$ cat config.mk
export PLATFORM = sky130hd
export DESIGN_NAME = modn_down_chain_flat
export DESIGN_NICKNAME = d
export VERILOG_FILES = /design/src/rtl/modn_down_chain_pkg.sv /design/src/rtl/modn_down_chain_if.sv /design/src/rtl/modn_down_chain_digit.sv /design/src/rtl/modn_down_chain.sv /design/src/flat_wrapper.sv
export SDC_FILE = /design/constraint.sdc
export NUM_CORES = 1
export LEC_CHECK = 0
export CAP_MARGIN = 15
export CORE_MARGIN = 4
export CORE_UTILIZATION = 53
export DETAILED_ROUTE_END_ITERATION = 12
export GPL_TIMING_DRIVEN = 0
export HOLD_SLACK_MARGIN = 0.12
export PLACE_DENSITY = 0.84
export SLEW_MARGIN = 15
export SYNTH_ARGS = -nofsm -noshare
export SYNTH_HDL_FRONTEND = slang
export SYNTH_SLANG_ARGS = --single-unit
$ cat constraint.sdc
create_clock -name clk -period 3.2 [get_ports clk]
set_clock_uncertainty 0.05 [all_clocks]
set_input_delay 0.48 -clock clk [delete_from_list [all_inputs] [get_ports clk]]
set_output_delay 0.48 -clock clk [all_outputs]
set_load 0.005 [all_outputs]
$ cat src/rtl/modn_down_chain_pkg.sv
// modn_pkg: shared types and helpers for the mod-N down-counter chain
//   state_t      FSM state {IDLE, RUN}
//   digit_width  bits needed for one base-N digit
//   all_zero     zero-detect over a (zero-extended) packed count
package modn_pkg;
    typedef enum logic {IDLE = 1'b0, RUN = 1'b1} state_t;
    function automatic int digit_width(input int n);
        return (n < 2) ? 1 : $clog2(n);
    endfunction
    function automatic logic all_zero(input logic [63:0] v);
        return v == '0;
    endfunction
endpackage

$ cat src/rtl/modn_down_chain_if.sv
// modn_down_chain_if: control/status bundle of the mod-N down counter
//   master: drives load, load_val, start, enable, auto_reload; observes count, busy, done, tc
//   slave : the counter side of the same signals
interface modn_down_chain_if import modn_pkg::*; #(
    parameter int N      = 10,
    parameter int DIGITS = 4,
    parameter int WIDTH  = digit_width(N)
) ();
    logic                    load;
    logic [DIGITS*WIDTH-1:0] load_val;
    logic                    start;
    logic                    enable;
    logic                    auto_reload;
    logic [DIGITS*WIDTH-1:0] count;
    logic                    busy;
    logic                    done;
    logic                    tc;
    modport master (
        output load, load_val, start, enable, auto_reload,
        input  count, busy, done, tc
    );
    modport slave (
        input  load, load_val, start, enable, auto_reload,
        output count, busy, done, tc
    );
endinterface

$ cat src/rtl/modn_down_chain_digit.sv
// modn_down_digit: one base-N down-counting digit with borrow chaining
//   load/load_digit     synchronous preload (already clamped to N-1)
//   dec                 decrement this edge; 0 wraps to N-1
//   reload/reload_digit restart value after expiry in auto-reload mode
//   digit, is_zero      current value and its zero flag
//   borrow_out          dec & digit==0, feeds the next digit's dec
module modn_down_digit #(
    parameter int N     = 10,
    parameter int WIDTH = 4
) (
    input  logic             clk,
    input  logic             reset_n,
    input  logic             load,
    input  logic [WIDTH-1:0] load_digit,
    input  logic             dec,
    input  logic             reload,
    input  logic [WIDTH-1:0] reload_digit,
    output logic [WIDTH-1:0] digit,
    output logic             borrow_out,
    output logic             is_zero
);
    logic [WIDTH-1:0] digit_q, digit_d;
    always_comb
        digit_d = load   ? load_digit :
                  reload ? reload_digit :
                  dec    ? (is_zero ? WIDTH'(N - 1) : digit_q - WIDTH'(1)) : digit_q;
    always_ff @(posedge clk or negedge reset_n)
        if (!reset_n) digit_q <= '0;
        else          digit_q <= digit_d;
    assign is_zero    = digit_q == '0;
    assign borrow_out = dec & is_zero;
    assign digit      = digit_q;
endmodule

$ cat src/rtl/modn_down_chain.sv
// modn_down_chain: programmable multi-digit mod-N down counter / interval timer
//   clk, reset_n  clock and asynchronous active-low reset
//   bus (slave)   load/load_val/start/enable/auto_reload in; count/busy/done/tc out
module modn_down_chain import modn_pkg::*; #(
    parameter int N      = 10,
    parameter int DIGITS = 4,
    parameter int WIDTH  = digit_width(N)
) (
    input  logic               clk,
    input  logic               reset_n,
    modn_down_chain_if.slave   bus
);
    state_t                  state_q, state_d;
    logic [DIGITS*WIDTH-1:0] reload_q, reload_d, clamp_val, count;
    logic                    done_q, done_d;
    logic [DIGITS-1:0]       is_zero;
    logic [DIGITS:0]         bchain;
    logic                    run, tc, one, expire;
    assign run = state_q == RUN;
    assign tc  = all_zero(64'(count));
    // count == 1: the next enabled decrement reaches zero
    assign one    = (count[WIDTH-1:0] == WIDTH'(1)) && &(is_zero | DIGITS'(1));
    assign expire = run & bus.enable & one;
    assign bchain[0] = run & bus.enable;
    for (genvar i = 0; i < DIGITS; i++) begin : g_digit
        assign clamp_val[i*WIDTH +: WIDTH] =
            (32'(bus.load_val[i*WIDTH +: WIDTH]) >= 32'(N)) ? WIDTH'(N - 1) : bus.load_val[i*WIDTH +: WIDTH];
        // a borrow out of the top digit means the whole count is zero: that edge reloads instead
        modn_down_digit #(.N(N), .WIDTH(WIDTH)) u_digit (
            .clk          (clk),
            .reset_n      (reset_n),
            .load         (bus.load),
            .load_digit   (clamp_val[i*WIDTH +: WIDTH]),
            .dec          (bchain[i]),
            .reload       (bchain[DIGITS]),
            .reload_digit (reload_q[i*WIDTH +: WIDTH]),
            .digit        (count[i*WIDTH +: WIDTH]),
            .borrow_out   (bchain[i+1]),
            .is_zero      (is_zero[i])
        );
    end
    always_ff @(posedge clk or negedge reset_n)
        if (!reset_n) begin
            state_q  <= IDLE;
            reload_q <= '0;
            done_q   <= 1'b0;
        end else begin
            state_q  <= state_d;
            reload_q <= reload_d;
            done_q   <= done_d;
        end
    always_comb begin
        state_d  = bus.load ? IDLE :
                   !run     ? ((bus.start && !tc) ? RUN : IDLE) :
                   (expire && !bus.auto_reload) ? IDLE : RUN;
        done_d   = !bus.load && ((!run && bus.start && tc) || expire);
        reload_d = bus.load ? clamp_val : reload_q;
    end
    always_comb begin
        bus.busy  = run;
        bus.done  = done_q;
        bus.tc    = tc;
        bus.count = count;
    end
endmodule

$ cat src/flat_wrapper.sv
// flat-port wrapper written by rule: the top's interface ports become plain ports
module modn_down_chain_flat import modn_pkg::*;
#(
    parameter int N      = 10,
    parameter int DIGITS = 4,
    parameter int WIDTH  = digit_width(N)
)
  (clk, reset_n, bus_load, bus_load_val, bus_start, bus_enable, bus_auto_reload, bus_count, bus_busy, bus_done, bus_tc);
  modn_down_chain_if #(.N(N), .DIGITS(DIGITS), .WIDTH(WIDTH)) bus_i ();
  input  logic clk;
  input  logic reset_n;
  input wire logic [$bits(bus_i.load)-1:0] bus_load;
  input wire logic [$bits(bus_i.load_val)-1:0] bus_load_val;
  input wire logic [$bits(bus_i.start)-1:0] bus_start;
  input wire logic [$bits(bus_i.enable)-1:0] bus_enable;
  input wire logic [$bits(bus_i.auto_reload)-1:0] bus_auto_reload;
  output wire logic [$bits(bus_i.count)-1:0] bus_count;
  output wire logic [$bits(bus_i.busy)-1:0] bus_busy;
  output wire logic [$bits(bus_i.done)-1:0] bus_done;
  output wire logic [$bits(bus_i.tc)-1:0] bus_tc;
  assign bus_i.load = bus_load;
  assign bus_i.load_val = bus_load_val;
  assign bus_i.start = bus_start;
  assign bus_i.enable = bus_enable;
  assign bus_i.auto_reload = bus_auto_reload;
  assign bus_count = bus_i.count;
  assign bus_busy = bus_i.busy;
  assign bus_done = bus_i.done;
  assign bus_tc = bus_i.tc;
  modn_down_chain #(.N(N), .DIGITS(DIGITS), .WIDTH(WIDTH)) u_core (.clk(clk), .reset_n(reset_n), .bus(bus_i));
endmodule
Word-level counts from Yosys, hierarchy flattened
Index checks and enable logic that the tools add are counted.
{"block": "totals", "out_inout_bits": 19, "word_cells": 67, "reg_bits": 34}
{"block": "classes", "bitwise": 6, "eq_ne": 1, "n_lt_le_gt_ge": 4, "mux": 24, "reduce_logical": 21, "addsub": 4}
{"cell": "$mux 4", "n": 20}
{"cell": "$ge 4x4->1 const B", "n": 4}
{"cell": "$logic_not 16->1", "n": 1}
{"cell": "$logic_not 4->1", "n": 4}
{"cell": "$sub 4x1->4 const B", "n": 4}
{"cell": "$reduce_bool 3->1", "n": 4}
{"cell": "$and 1x1->1", "n": 6}
{"cell": "$logic_and 1x1->1", "n": 6}
{"cell": "$eq 4x1->1 const B", "n": 1}
{"cell": "$logic_not 1->1", "n": 4}
{"cell": "$mux 1", "n": 4}
{"cell": "$reduce_and 3->1", "n": 1}
{"cell": "$logic_or 1x1->1", "n": 1}

Logic depth before layout (Yosys ltp)
{"block": "logic_depth", "ltp_word": 8, "depth_mapped": 5, "ltp_nobuf": 4}

Cells and area by module
From an unflattened synthesis, not the netlist that was laid out.
{"block": "hier_totals", "cells_unflattened": 211, "hier_area_um2": 1993.2}
{"module": "modn_down_digit", "cells_each": 35, "area_each_um2": 284.0, "n_inst": 4}
{"module": "modn_down_chain", "cells_each": 71, "area_each_um2": 857.1, "n_inst": 1}

Worst setup path before layout
OpenSTA, ideal clock, no wires.
{"block": "synth_path", "path_kind": "register to register", "startpoint": "reg u_core.g_digit[0].u_digit.digit_q[1]", "endpoint": "reg u_core.g_digit[1].u_digit.digit_q[1]", "path_buffers": 1, "setup_ns": 0.141, "path_slack_ns": 1.290, "synth_period_minus_slack_ns": 1.910, "t_arrival_ns": 1.719, "stages_incl_launch_ff": 6, "cell_sequence": "dfrtp_1 -> or4_1 -> buf_2 -> or3_4 -> mux2i_1 -> o221ai_1"}
{"block": "synth_via", "elab_chain_len": 7, "word_cells_on_any_way": 8}
{"item": "start: declaration", "line_no": "modn_down_chain_digit.sv:22", "rtl": "logic [WIDTH-1:0] digit_q, digit_d;"}
{"item": "start signal: assignment", "line_no": "modn_down_chain_digit.sv:29", "rtl": "else digit_q <= digit_d;"}
{"item": "$logic_not 4->1 (*)", "line_no": "modn_down_chain_digit.sv:30", "rtl": "assign is_zero = digit_q == '0;"}
{"item": "$and 1x1->1 (*)", "line_no": "modn_down_chain_digit.sv:31", "rtl": "assign borrow_out = dec & is_zero;"}
{"item": "$and 1x1->1 (3 in a row)", "line_no": "modn_down_chain_digit.sv:31"}
{"item": "$mux 4", "line_no": "modn_down_chain_digit.sv:25", "rtl": "reload ? reload_digit :"}
{"item": "$mux 4", "line_no": "modn_down_chain_digit.sv:24", "rtl": "digit_d = load ? load_digit :"}
{"item": "end signal: assignment", "line_no": "modn_down_chain_digit.sv:29"}
{"item": "end: declaration", "line_no": "modn_down_chain_digit.sv:22"}
Every way passes the cells marked *; elsewhere a longest branch is shown, timed or not.
A chain may end at the register's enable or synchronous reset.

Worst setup path in the final report
{"block": "layout_path", "startpoint": "reg u_core.g_digit[3].u_digit.digit_q[0]", "endpoint": "out bus_tc"}
{"block": "layout_via", "elab_chain_len": 1}
{"item": "start: declaration", "line_no": "modn_down_chain_digit.sv:22"}
{"item": "start signal: assignment", "line_no": "modn_down_chain_digit.sv:29"}
{"item": "$logic_not 16->1", "line_no": "modn_down_chain_pkg.sv:11", "rtl": "return v == '0;"}
{"item": "end: declaration", "line_no": "flat_wrapper.sv:20", "rtl": "output wire logic [$bits(bus_i.tc)-1:0] bus_tc;"}
No other way between the ends.

==> key figures <==
Clock network
  • # hold bufs at CTS: 0
  • Post-CTS setup buffer count: 0
  • Worst-path clk slew: around 0.11 ns
  • H-tree levels: 2
  • Clk Latency, worst-skew pair: about 0.34 ns
  • Resize count post-CTS: 0
  • TritonCTS clock tree: done
  • Clock Path Buffers: 2
  • Clk sink count: 34
  • CTS buffer count: 5
  • Root Buffer: clkbuf_4

Logic synthesis
  • Cell variety after synth: 44
  • Post-synth top cells: 34 x dfrtp_1, 15 x inv_1, 15 x nor2_1, 15 x o21ai_0, 11 x nand3_1
  • Post-synth ARST share: 100.0%
  • Post-synth EDFFs: 0
  • Yosys top cell area share: 46.70%
  • Cells after Synth: 192
  • Syn nets: 214
  • Commonest register cell after synthesis: dfrtp_1
  • Largest area contributor in the netlist: dfrtp_1
  • Top-count cell post-synth: dfrtp_1
  • Top cells by area, synth: dfrtp_1 47%, o21ai_0 4.1%, inv_1 3.1%, nor2_1 3.1%, nand3_1 3.0%
  • Mapped Avg Cell Area: 9.488 µm²
  • Register area share after synthesis: 46.70%
  • Synth Warn #: 0
  • Syn Std Cell Area: 0.001822 mm²
  • FF+latch count, synth: 34

Layout
  • Ant diodes: 0
  • Fin cells: 285
  • Share of cells above drive strength 1: roughly 8.4%
  • Final core occ: 69.78%
  • Fill cells: 262
  • Layout overhead on the synthesized area: 27.82%
  • Final net count: 260

Pwr
  • Seq pwr share: 54.0%
  • P_leak: 0.8976 nW
  • Net Switching: 278.2 µW
  • Clock share of power: 27.0%
  • Combinational Power Share: 19.0%
  • Worst VDD drop: approximately 0.00032 V
  • Power Dens Cells: 406.5 mW/mm²
  • Internal Power: 668.2 µW
  • Sw frac: 29.40%

Worst setup path
  • Critical path required time: roughly 2.7 ns
  • Slowest CP cell: dfrtp_1
  • CP Cell Sequence: nor4_4 -> nand4_1 -> buf_2 -> nor2_1 -> clkdlybuf4s50_1
  • CP Launch Type: register
  • CP delay by family, top: simple AND/OR/NAND/NOR gates
  • Max FO, Critical Path: 10
  • Critical path capture point type: primary output
  • Worst setup path class: reg2out
  • CP Buf/Inv Count: 2
  • CP peak stage delay: 0.50 ns
  • Crit path DAT: between 2 and 2.5 ns

Placement
  • I/O Buffers: 39
  • Post-DP HPWL: 3.289 mm
  • Inst Count DP: around 280
  • Gpl congestion: 0.8701
  • Pre-CTS WS: 0.7090 ns

Global routing
  • GRT overflow: 0
  • Total GRT Usage: between 20 and 25%
  • Initial antenna violation count: 0
  • First-pass GRT wire length: about 7.5 mm
  • Largest net degree at the start of global routing: 35
  • Vias in the first global route: 1557

Timing
  • Final setup fails: 0
  • Pins Over Slew Limit: 0
  • Fmax: 347.5 MHz
  • RSZ-0062 raised after global routing: false
  • Post-route worst setup slack: 0.3225 ns
  • Slew HR: 49.54%
  • Min cycle time layout: 2.878 ns
  • WHS: 0.1406 ns
  • Tcrit/Tclk final: 89.92%
  • Worst-Margin Slew: 0.7569 ns
  • Setup TNS: 0 ns
  • Final hold vios: 0

Detailed routing
  • Drt total wl: between 4 and 5 mm
  • DRT iter0 DRCs: 105
  • Routed wire length per instance: 15.90 µm
  • Vias per cell: between 6 and 7
  • Via count: 1712
  • DRC viols: 0
  • Post-DRT Antenna Nets: 0
  • DRT Pass-1 Iters: 5

Floorplan
  • Die Area: 0.004440 mm²
  • Io pins: 41
  • Effective utilization at floorplan: 54.59%
  • Die H: 66.63 µm
  • Die X-Extent: 66.63 µm
  • Site Rows: 21
  • Core Area: 0.003337 mm²

Outcome
  • Status: finished, final reports clean

Job
  • Max-cap violations: 0

Worst hold path
  • Worst hold path type: in2async
[per-stage QoR]
stage	total power, mW	cell area [µm²]
2_1_floorplan	0.5940	1822
3_3_place_gp	0.6945	2270
5_1_grt	0.9932	2328
4_1_cts	0.9492	2328
6_report	0.9464	2328
3_5_place_dp	0.6981	2265
[power groups by stage]
stage                     sequential (mW)  combinational, mW  clock (mW)
final                               0.511              0.180       0.256
after global routing                0.517              0.198       0.278
after CTS                           0.510              0.181       0.258
after detailed placement            0.518              0.180           0
after floorplan                     0.510             0.0836           0
after global placement              0.517              0.178           0
[cells by family after synthesis]
family                 count (synthesis)  share of synthesized area [%]
DFF                                   34                          46.70
buffers and inverters                 25                          5.288
muxes                                  5                          2.885
and+or+nand+nor                       73                          23.83
AOI/OAI and AO/OA                     55                          21.29
[sequential cells by signal (all words and copies together) (netlist names)]
| register | cells |
|---|---|
| u_core.bus.busy | 1 |
| u_core.bus.done | 1 |
| u_core.g_digit.u_digit.digit | 16 |
| u_core.reload_q | 16 |
[final timing paths]
path,start,endpoint,slack [ns],cells past startpoint
worst max-delay path,u_core.g_digit[3].u_digit.digit[0],bus_tc,0.32,5
worst min-delay path,reset_n,u_core.g_digit[3].u_digit.digit[2],0.14,1
worst max register to register,u_core.g_digit[3].u_digit.digit[0],u_core.bus.done,1.10,5
worst min register to register,u_core.reload_q[4],u_core.reload_q[4],0.45,2
max in group asynchronous,reset_n,u_core.bus.busy,2.48,1
min in group clk,u_core.reload_q[4],u_core.reload_q[4],0.45,2
[layer usage]
metal | global-route usage [%] | up-vias | wire length (µm)
li1 | - | 819 | -
met4 | 6.091 | 0 | 47
met2 | 35.02 | 71 | 2134
met3 | 3.541 | 5 | 272
met1 | 30.94 | 817 | 2077
met5 | 0 | - | 0
[area by class of cell]
| type | instances | area, µm² | share of cell area (%) |
|---|---|---|---|
| multi-input combinational | 133 | 874.6 | 37.56 |
| sequential | 34 | 850.8 | 36.54 |
| timing repair buffer | 39 | 385.4 | 16.55 |
| inverter | 16 | 60.06 | 2.579 |
| tap | 46 | 57.56 | 2.472 |
| clock buffer | 6 | 51.30 | 2.203 |
| buffer | 9 | 36.28 | 1.558 |
| clock inverter | 2 | 12.51 | 0.5373 |
[cells in the final DEF (no fill, tap or decap), drive strengths merged, types with 2 or more instances in the layout]
| cell type | n |
|---|---|
| nand4 | 3 |
| or3 | 6 |
| clkbuf | 13 |
| nor4 | 6 |
| mux2i | 3 |
| nand2 | 9 |
| o221ai | 3 |
| clkinv | 2 |
| or4 | 5 |
| clkdlybuf4s50 | 38 |
| o211ai | 4 |
| a21oi | 6 |
| o21a | 3 |
| a32oi | 2 |
| inv | 15 |
| nand3b | 6 |
| dfrtp | 34 |
| nor2 | 15 |
| mux2 | 2 |
| nand3 | 11 |
| o21ai | 15 |
| nor3 | 6 |
| o31a | 4 |
| o31ai | 4 |
| a211o | 2 |
| buf | 3 |
| nor2b | 3 |
| a31oi | 3 |
[worst reg2reg max path, cell delays in order (launching register included)]
cell	delay, ns
dfrtp_1	0.50
nor4_4	0.49
nand4_1	0.18
buf_2	0.23
or4_1	0.42
a21oi_1	0.16
Power figures use the tool's default switching activity.
